`config.mk`:
```
export PLATFORM = sky130hd
export DESIGN_NAME = nibble_packer
export DESIGN_NICKNAME = d
export VERILOG_FILES = /design/src/rtl/nibble_packer_pkg.sv /design/src/rtl/sat_counter.sv /design/src/rtl/nibble_packer.sv
export SDC_FILE = /design/constraint.sdc
export NUM_CORES = 1
export LEC_CHECK = 0
export CAP_MARGIN = 20
export CELL_PAD_IN_SITES_DETAIL_PLACEMENT = 0
export CELL_PAD_IN_SITES_GLOBAL_PLACEMENT = 1
export CORE_MARGIN = 8
export CORE_UTILIZATION = 34
export CTS_CLUSTER_DIAMETER = 50
export DETAILED_ROUTE_END_ITERATION = 8
export PLACE_DENSITY = 0.7
export SYNTH_ARGS = -nofsm -noshare
export SYNTH_HDL_FRONTEND = slang
export SYNTH_SLANG_ARGS = --single-unit
```
`constraint.sdc`:
```
create_clock -name clk -period 1.8 [get_ports clk]
set_input_delay 0.36 -clock clk [delete_from_list [all_inputs] [get_ports clk]]
set_output_delay 0.36 -clock clk [all_outputs]
set_load 0.02 [all_outputs]
```
`src/rtl/nibble_packer_pkg.sv`:
```
// Shared types and constants for the nibble packer slice.
// Holds the two-state FSM encoding and the error counter width.
package nibble_packer_pkg;

    localparam int CNT_W = 16;

    typedef enum logic {
        LOW  = 1'b0,
        HIGH = 1'b1
    } state_e;

endpackage

```
`src/rtl/sat_counter.sv`:
```
// Saturating up-counter: increments on inc_i and sticks at all-ones.
module sat_counter
    import nibble_packer_pkg::*;
#(
    parameter int W = CNT_W
) (
    input  logic         clk,
    input  logic         rst_n,
    input  logic         inc_i,
    output logic [W-1:0] cnt_o
);

    logic [W-1:0] cnt_q;
    logic [W-1:0] cnt_d;

    always_comb begin
        cnt_d = cnt_q;
        if (inc_i && (cnt_q != {W{1'b1}})) begin
            cnt_d = cnt_q + {{(W-1){1'b0}}, 1'b1};
        end
    end

    always_ff @(posedge clk or negedge rst_n) begin
        if (!rst_n) begin
            cnt_q <= '0;
        end else begin
            cnt_q <= cnt_d;
        end
    end

    assign cnt_o = cnt_q;

endmodule

```
`src/rtl/nibble_packer.sv`:
```
// Packs pairs of Hamming-decoded nibbles into bytes {high, low} with error tracking.
// Build option: define NIBBLE_PACKER_DROP_BAD_EN to suppress bytes whose out_err would be set.
//
// state | meaning
// ------+---------------------------------------------
// LOW   | awaiting the low nibble
// HIGH  | low nibble held, awaiting the high nibble
module nibble_packer
    import nibble_packer_pkg::*;
(
    input  logic             clk,
    input  logic             rst_n,
    input  logic             sync,
    input  logic             in_valid,
    input  logic [3:0]       in_data,
    input  logic             in_err1,
    input  logic             in_err2,
    output logic             in_ready,
    output logic             out_valid,
    output logic [7:0]       out_data,
    output logic             out_err,
    input  logic             out_ready,
    output logic [CNT_W-1:0] cnt_corr,
    output logic [CNT_W-1:0] cnt_uncorr
);

    state_e     state_q, state_d;
    logic [3:0] hold_q;
    logic       hold_err_q;
    logic       out_valid_q;
    logic [7:0] out_data_q;
    logic       out_err_q;

    logic       accept;
    logic       take_low;
    logic       load_pair;
    logic       load_out;

    always_ff @(posedge clk or negedge rst_n) begin
        if (!rst_n) begin
            state_q <= LOW;
        end else begin
            state_q <= state_d;
        end
    end

    // sync overrides the current state, so an accepted nibble under sync is always a low nibble
    always_comb begin
        state_d = state_q;
        if (accept) begin
            state_d = take_low ? HIGH : LOW;
        end else if (sync) begin
            state_d = LOW;
        end
    end

    always_comb begin
        in_ready  = !((state_q == HIGH) && out_valid_q && !out_ready);
        accept    = in_valid && in_ready;
        take_low  = sync || (state_q == LOW);
        load_pair = accept && !take_low;
`ifdef NIBBLE_PACKER_DROP_BAD_EN
        load_out  = load_pair && !(hold_err_q || in_err2);
`else
        load_out  = load_pair;
`endif
    end

    always_ff @(posedge clk or negedge rst_n) begin
        if (!rst_n) begin
            hold_q     <= 4'h0;
            hold_err_q <= 1'b0;
        end else if (accept && take_low) begin
            hold_q     <= in_data;
            hold_err_q <= in_err2;
        end else if (sync) begin
            hold_q     <= 4'h0;
            hold_err_q <= 1'b0;
        end
    end

    // A new byte may replace the one being consumed in the same cycle, so loading wins over clearing
    always_ff @(posedge clk or negedge rst_n) begin
        if (!rst_n) begin
            out_valid_q <= 1'b0;
            out_data_q  <= 8'h00;
            out_err_q   <= 1'b0;
        end else if (load_out) begin
            out_valid_q <= 1'b1;
            out_data_q  <= {in_data, hold_q};
            out_err_q   <= hold_err_q | in_err2;
        end else if (out_valid_q && out_ready) begin
            out_valid_q <= 1'b0;
        end
    end

    assign out_valid = out_valid_q;
    assign out_data  = out_data_q;
    assign out_err   = out_err_q;

    sat_counter #(.W(CNT_W)) u_cnt_corr (
        .clk   (clk),
        .rst_n (rst_n),
        .inc_i (accept && in_err1),
        .cnt_o (cnt_corr)
    );

    sat_counter #(.W(CNT_W)) u_cnt_uncorr (
        .clk   (clk),
        .rst_n (rst_n),
        .inc_i (accept && in_err2),
        .cnt_o (cnt_uncorr)
    );

endmodule

```
==> results of run 1 <==
-- metal layers --
metal / up-vias / global-route usage / part of all wire / wire length (um)
met3: 2 / 0.0484 / 0.070 / 370
met1: 856 / 0.144 / 0.46 / 2430
met4: 0 / 0.0245 / 0.0036 / 19
li1: 863 / - / - / -
met2: 42 / 0.183 / 0.47 / 2500
met5: - / 0 / 0 / 0
-- critical path, cell delays in order, from the launching register on --
cell and delay, ns:
dfrtp_1 0.36, buf_4 0.13, clkdlybuf4s50_1 0.60
-- power breakdown --
part | internal (mW) | switching (mW) | total, mW | leakage, nW
clock network | 0.307 | 0.365 | 0.672 | 0.0510
registers | 1.32 | 0.200 | 1.52 | 0.615
logic | 0.713 | 0.659 | 1.37 | 1.02
total | 2.34 | 1.22 | 3.56 | 1.68
-- timing repair --
item | CTS | global route
resized for setup | 4 | 19
cloned | 0 | 0
pin swaps | 0 | 2
endpoints found under the setup margin | 2 | 26
-- cell families (layout without fill, tap and decap cells) --
kind of cell	Yosys count	count (layout)	share of synthesized area
AND/OR/NAND/NOR	83	83	0.235
flip-flops	48	48	0.535
XOR/XNOR	29	29	0.113
multiplexers	11	11	0.0585
AO/OA/AOI/OAI	10	10	0.0290
buffers and inverters	8	96	0.0184
adder cells (fa/ha/maj)	2	2	0.0111
-- per-stage QoR --
step           TNS, ns   util  total power [mW]  cell area (um^2)
3_5_place_dp     -4.84  0.484              2.96              3090
4_1_cts              0  0.498              3.64              3180
2_1_floorplan        0      -              2.18              2250
6_report             0  0.508              3.56              3250
3_3_place_gp     -4.68  0.484              2.93              3090
5_1_grt              0  0.508              3.78              3250
-- placed cells by master (no fill, tap or decap), types with 5 or more instances in the layout --
cell             Yosys  layout
nand4_1              9       9
and4_1               5       5
clkbuf_8             0       6
nand3_1             12      11
dfrtp_1             48      48
and3_1               6       6
xnor2_1              9       9
nand2_1             14      14
mux2_2               9       9
nor4_1               5       5
dlymetal6s2s_1       0      16
xor2_1              20      20
clkdlybuf4s50_1      0      34
nor3_1               8       8
buf_4                2      31
-- state kept, by name, summed over array words and instances (netlist names) --
name and count:
out_data 8, out_err 1, out_valid 1, hold_err_q 1, hold_q 4, u_cnt_corr.cnt_o 16
u_cnt_uncorr.cnt_o 16, state_q 1
-- how the worst min path moves through the flow --
stage	startpoint	to	slack [ns]	cells past startpoint
after floorplan	rst_n	hold_err_q	0.06	0
after global placement	rst_n	u_cnt_uncorr.cnt_o[10]	0.37	2
after detailed placement	rst_n	u_cnt_uncorr.cnt_o[10]	0.37	2
after CTS	rst_n	u_cnt_uncorr.cnt_o[10]	0.04	2
after global routing	rst_n	u_cnt_uncorr.cnt_o[10]	0.05	2
final	rst_n	u_cnt_uncorr.cnt_o[10]	0.03	2
-- layout make-up --
type	instances	area, um^2
fill	624	3140
multi-input combinational	135	1030
timing repair buffer	85	818
tap	77	96.3
inverter	3	11.3
sequential	48	1200
clock buffer	6	82.6
clock inverter	2	10.0
==> results.yml, run 1 <==
status:
  status: "completed"
logic_synthesis:
  synth-seq-cells: 48
  syn_avg_cell_area_um2: 11.8
  syn_inst: 191
  yosys-top-cells-area: "dfrtp_1 53%, xor2_1 7.8%, mux2_2 4.5%"
  synth_edf_count: 0
  yosys-top-cells-count: "48 x dfrtp_1, 20 x xor2_1, 14 x nand2_1"
  synthDistinctLibCells: 35
  async_reset_ff_frac: 1.00
  ys_warn_count: 0
  synth_top_area_cell: "dfrtp_1"
  ys_seq_area_frac: 0.535
  synth_fp_nets: 204
  synth_most_common_cell: "dfrtp_1"
  ys.flop_type: "dfrtp_1"
  syn_area_mm2: 0.00225
  yosys.area.top_type_share: 0.535
floorplanning:
  die_x_um: 97.3
  ios: 54
  core_area_mm2: 0.00639
  initial_core_util: 0.352
  dieHeight_um: 97.3
  fp-row-count: 29
  die-area_mm2: 0.00946
grt:
  grt_pass1_wl_um: 9290
  grt_max_degree: 49
  track_usage: 0.116
  grt_pass1_vias: 1888
  grt_overflow: 0
  antenna_found_initial: 0
sta:
  fin_hold_ws_ns: 0.0292
  finClkSkew_ns: 0.00478
  fmax_mhz: 572
  rsz0062_at_grt: "false"
  fin_ws_ns: 0.0528
  hold_viol: 0
  worst_pin_slew_ns: 0.444
  finalSetupViolations: 0
  slew_viol_final: 0
  relSlewSlack: 0.704
  period_share: 0.971
  period_minus_slack_ns: 1.75
cts:
  hold_buffers: 0
  tritoncts: "done"
  post_cts_buffers: 0
  clk_pin_slew_ns: 0.09
  h-tree-depth: 2
  numCtsBuffers: 5
  clock-root-buffer: "clkbuf_8"
  cts.sinks: 48
  clock_path_buffers: 2
  clkLatencyLatePin_ns: 0.30
placed_design:
  dp.cells: 348
  dpl_worst_slack_ns: -0.278
  gp_congestion: 0.743
  dpl.hpwl_um: 3980
  io_buffers: 53
pwr:
  peakVddDrop_uv: 685
  powerDensity_mw_per_mm2: 1100
  leakagePower_nw: 1.68
worst_setup_path:
  crit_arrival_ns: 1.39
  required_ns: 1.44
  r2r-start: "u_cnt_corr.cnt_o[0]"
  worstSetupStartpoint: "u_cnt_corr.cnt_o[0]"
  critical_path_class: "reg -> out"
  r2r_cells: 6
  start_kind: "flop"
  reg2reg_slack_ns: 0.16
  crit_end: "cnt_corr[0]"
  cp-end-kind: "output port"
  timing.rr.end: "u_cnt_corr.cnt_o[7]"
  critical_path.max_fanout: 4
cells_and_area:
  drive_above_1_share: 0.229
  layout.nets: 291
  final_cells: 356
  n_antenna_cell: 0
  areaGrowthSynthToFinish_pct: 44.5
detailed_routing:
  postRouteAntennaNets: 0
  dr.pass1.iters: 4
  detail_route.wl_per_cell_um: 14.9
  drc_errors: 0
  vias: 1763
  vias_per_cell: 4.95
  drt_iter0_drc: 87
  routed_wl_um: 5320
worst_hold_path:
  hold_class: "in -> async"
job:
  max_cap_violations: 0
Power figures use the tool's default switching activity.
==> inputs of run 2 (changes only) <==
- RECOVER_POWER: default -> 50
==> run 2 against run 1 <==
  * Non-clock buffer count did not move
  * Worst hold slack improved by 0.35 ns
  * Global-route usage did not move
  * Utilization fell by 2.5 points
  * Cell area fell by 4.9%
  * Critical path depth did not move
  * Via count barely moved
  * Combinational power fell by 7%
  * Wire length rose by 0.43%
==> results.yml, run 2 (synthesized netlist as in run 1, its figures left out) <==
status:
  status: "completed"
detailed_routing:
  dr.pass1.iters: 4
  vias_per_cell: 4.95
  drc_errors: 0
  detail_route.wl_per_cell_um: 15.0
  routed_wl_um: 5340
  postRouteAntennaNets: 0
  drt_iter0_drc: 98
  vias: 1762
worst_setup_path:
  start_kind: "flop"
  required_ns: 1.44
  timing.rr.end: "u_cnt_corr.cnt_o[7]"
  reg2reg_slack_ns: 0.16
  cpLargestDelayFamily: "buffers and inverters"
  cp-end-kind: "output port"
  r2r_cells: 6
  critical_path.max_fanout: 4
  critPathBufInv: 2
  r2r-start: "u_cnt_corr.cnt_o[0]"
  path_cells: "buf_4, clkdlybuf4s50_1"
  critical_path_class: "reg -> out"
  crit_arrival_ns: 1.39
  slowest_delay_ns: 0.60
  worst_path_max_delay_cell: "clkdlybuf4s50_1"
sta:
  period_share: 0.971
  finalSetupViolations: 0
  finClkSkew_ns: 0.00464
  finalSetupTns_ns: 0
  rsz0062_at_grt: "false"
  fmax_mhz: 572
  period_minus_slack_ns: 1.75
  slew_viol_final: 0
  hold_viol: 0
  fin_ws_ns: 0.0528
  relSlewSlack: 0.200
  worst_pin_slew_ns: 1.20
cts:
  clkLatencyLatePin_ns: 0.30
  cts.sinks: 48
  clock_path_buffers: 2
  clock-root-buffer: "clkbuf_8"
  tritoncts: "done"
  numCtsBuffers: 5
  h-tree-depth: 2
  clk_pin_slew_ns: 0.09
grt:
  grt_pass1_vias: 1888
  grt_overflow: 0
  grt_pass1_wl_um: 9290
  antenna_found_initial: 0
  track_usage: 0.116
  grt_max_degree: 49
worst_hold_path:
  hold_class: "in -> async"
floorplanning:
  initial_core_util: 0.352
  dieHeight_um: 97.3
  die-area_mm2: 0.00946
  die_x_um: 97.3
  core_area_mm2: 0.00639
  ios: 54
  fp-row-count: 29
cells_and_area:
  nFillCells: 647
  finish.utilization: 0.483
  layout_common_cells: "48 x dfrtp_1, 34 x clkdlybuf4s50_1, 30 x buf_4"
  layout_commonest_cell: "dfrtp_1"
  n_antenna_cell: 0
  drive_above_1_share: 0.226
  layout.nets: 291
  areaGrowthSynthToFinish_pct: 37.4
  fin_area_mm2: 0.00309
placed_design:
  dpl_worst_slack_ns: -0.278
  dpl.hpwl_um: 3980
  gp_congestion: 0.743
  io_buffers: 53
  place_area_mm2: 0.00309
job:
  max_cap_violations: 0
pwr:
  leakagePower_nw: 1.42
  powerDensity_mw_per_mm2: 1120
  peakVddDrop_uv: 657
  total_power_mw: 3.46
[run 2: power by group]
| part | total, mW | internal (mW) | leakage, nW | switching, mW |
|---|---|---|---|---|
| sequential | 1.52 | 1.32 | 0.615 | 0.199 |
| clock | 0.672 | 0.307 | 0.0510 | 0.365 |
| combinational | 1.27 | 0.611 | 0.756 | 0.662 |
| total | 3.46 | 2.24 | 1.42 | 1.23 |
[run 2: layout make-up]
class / instances / area, um^2 / area share
clock inverter: 2 / 10.0 / 0.00324
inverter: 3 / 11.3 / 0.00365
timing repair buffer: 85 / 659 / 0.214
clock buffer: 6 / 82.6 / 0.0268
multi-input combinational: 135 / 1030 / 0.332
sequential: 48 / 1200 / 0.389
tap: 77 / 96.3 / 0.0312
[run 2: worst max path at each step]
stage	from	to	cells past startpoint
after floorplan	u_cnt_uncorr.cnt_o[0]	u_cnt_uncorr.cnt_o[1]	6
after global placement	out_ready	in_ready	3
after detailed placement	out_ready	in_ready	3
after CTS	u_cnt_uncorr.cnt_o[0]	u_cnt_uncorr.cnt_o[1]	6
after global routing	u_cnt_uncorr.cnt_o[12]	cnt_uncorr[12]	2
final	u_cnt_corr.cnt_o[0]	cnt_corr[0]	2
[run 2: what timing repair did]
item                                    in CTS  in global routing
gates resized for setup                      4                 19
hold buffers                                 0                  0
pin swaps                                    0                  2
buffers inserted                             0                  0
hold endpoints to repair                     0                  0
endpoints found under the setup margin       2                 26
[run 2: through the flow]
step                cells  hold slack [ns]
floorplan             191           0.0644
global placement      348            0.368
detailed placement    348            0.369
CTS                   356           0.0424
global route          356            0.507
finish                356            0.383
[run 2: layer usage]
metal  vias to the layer above  routed length [um]  global-route usage
li1                        863                   -                   -
met1                       855                2460               0.144
met2                        42                2490               0.183
met3                         2                 376              0.0484
met4                         0                  19              0.0245
met5                         -                   0                   0
==> inputs of run 3 (changes only) <==
- CORE_UTILIZATION: 34 -> 38
- PLACE_DENSITY: 0.7 -> 0.77
==> run 3 against run 2 <==
  * Clock skew shrank 0.0011 ns
  * Sequential share of layout area decreased by 0.85 points
  * Total power shrank 0.71%
  * Count of clock-buffer cells in the layout unchanged
  * Largest cell class unchanged
==> results.yml, run 3 (synthesized netlist as in run 1, its figures left out) <==
placed_design:
  gp_congestion: 0.772
  dpl.hpwl_um: 3940
  place_area_mm2: 0.00309
  dpl_worst_slack_ns: -0.228
  io_buffers: 53
detailed_routing:
  vias_per_cell: 4.93
  drt_iter0_drc: 71
  vias: 1742
  dr.pass1.iters: 4
  drc_errors: 0
  postRouteAntennaNets: 0
  routed_wl_um: 5120
  detail_route.wl_per_cell_um: 14.5
status:
  status: "completed"
floorplanning:
  die_x_um: 92.9
  die-area_mm2: 0.00863
  ios: 54
  dieHeight_um: 92.9
  initial_core_util: 0.386
  core_area_mm2: 0.00582
  fp-row-count: 28
worst_setup_path:
  cpLargestDelayFamily: "buffers and inverters"
  required_ns: 1.44
  critical_path_class: "reg -> out"
  crit_arrival_ns: 1.39
  critPathBufInv: 1
  slowest_delay_ns: 0.64
  cp-end-kind: "output port"
  start_kind: "flop"
  critical_path.max_fanout: 6
  reg2reg_slack_ns: 0.11
  path_cells: "clkdlybuf4s50_1"
  worst_path_max_delay_cell: "clkdlybuf4s50_1"
cells_and_area:
  layout_common_cells: "48 x dfrtp_1, 41 x clkdlybuf4s50_1, 28 x buf_4"
  layout.nets: 291
  drive_above_1_share: 0.227
  fin_area_mm2: 0.00316
  n_antenna_cell: 0
  areaGrowthSynthToFinish_pct: 40.5
  layout_commonest_cell: "dfrtp_1"
  finish.utilization: 0.543
cts:
  hold_buffers: 0
  cts.sinks: 48
  h-tree-depth: 2
  clkLatencyLatePin_ns: 0.29
  clk_pin_slew_ns: 0.08
  clock-root-buffer: "clkbuf_8"
  tritoncts: "done"
  clock_path_buffers: 2
  numCtsBuffers: 5
pwr:
  switching_share: 0.346
  power_frac_clock: 0.172
  pwr-share-seq: 0.444
  p_sw_mw: 1.19
  intPower_mw: 2.25
  powerDensity_mw_per_mm2: 1090
  total_power_mw: 3.44
  peakVddDrop_uv: 681
  power_frac_comb: 0.383
  leakagePower_nw: 1.44
job:
  max_cap_violations: 0
worst_hold_path:
  hold_class: "in -> async"
sta:
  period_share: 0.971
  finClkSkew_ns: 0.00355
  fmax_mhz: 572
  period_minus_slack_ns: 1.75
  fin_ws_ns: 0.0526
  hold_viol: 0
  finalSetupViolations: 0
  slew_viol_final: 0
  relSlewSlack: 0.204
  fin_hold_ws_ns: 0.286
  worst_pin_slew_ns: 1.19
grt:
  grt_max_degree: 30
  grt_pass1_wl_um: 8690
  grt_pass1_vias: 1822
  grt_overflow: 0
  antenna_found_initial: 0
  track_usage: 0.124
==> run 3: cell types whose count changed in the layout (fill, tap and decap cells not counted), sizes merged <==
| cell | before | now |
|---|---|---|
| buf | 31 | 30 |
| clkdlybuf4s15 | 1 | 0 |
| clkdlybuf4s50 | 34 | 41 |
| clkinv | 2 | 1 |
| clkbuf | 24 | 17 |
| dlygate4sd3 | 0 | 2 |
==> run 3: metrics by stage <==
step                      setup TNS, ns  std cells
final                                 0        353
after global routing            -0.0152        353
after CTS                             0        353
after detailed placement          -4.69        346
after global placement            -4.98        346
after floorplan                       0        191
==> run 3: worst paths after layout <==
check	endpoint	cells after the start	startpoint
worst max register to register	u_cnt_uncorr.cnt_o[1]	5	u_cnt_uncorr.cnt_o[12]
worst min register to register	u_cnt_corr.cnt_o[15]	1	u_cnt_corr.cnt_o[15]
max in group asynchronous	u_cnt_corr.cnt_o[10]	2	rst_n
worst min-delay path	u_cnt_uncorr.cnt_o[9]	1	rst_n
worst max-delay path	cnt_uncorr[5]	1	u_cnt_uncorr.cnt_o[5]
min in group clk	u_cnt_corr.cnt_o[15]	1	u_cnt_corr.cnt_o[15]
==> run 3: power groups by stage <==
stage | logic (mW) | clock network (mW) | registers [mW]
after floorplan | 0.345 | 0 | 1.83
after detailed placement | 1.39 | 0 | 1.54
after CTS | 1.40 | 0.618 | 1.53
final | 1.32 | 0.593 | 1.53
after global routing | 1.42 | 0.656 | 1.56
after global placement | 1.38 | 0 | 1.54
==> run 3: what timing repair did <==
action | CTS | global route
pin swaps | 0 | 2
setup buffers | 0 | 0
endpoints found under the hold margin | 0 | 0
setup endpoints to repair | 2 | 19
resized for setup | 3 | 15
==> run 3: final cells by class <==
cell class | instances | area (um^2)
Clock inverter | 1 | 5.00
Timing Repair Buffer | 85 | 727
Sequential cell | 48 | 1200
Inverter | 3 | 11.3
Fill cell | 562 | 2660
Clock buffer | 6 | 72.6
Multi-Input combinational cell | 135 | 1040
Tap cell | 75 | 93.8
==> run 3: routing by layer <==
layer	track usage	up-vias	share of wire
met2	0.193	41	0.46
met4	0.0362	0	0.010
met1	0.153	833	0.46
li1	-	861	-
met5	0	-	0
met3	0.0518	7	0.079
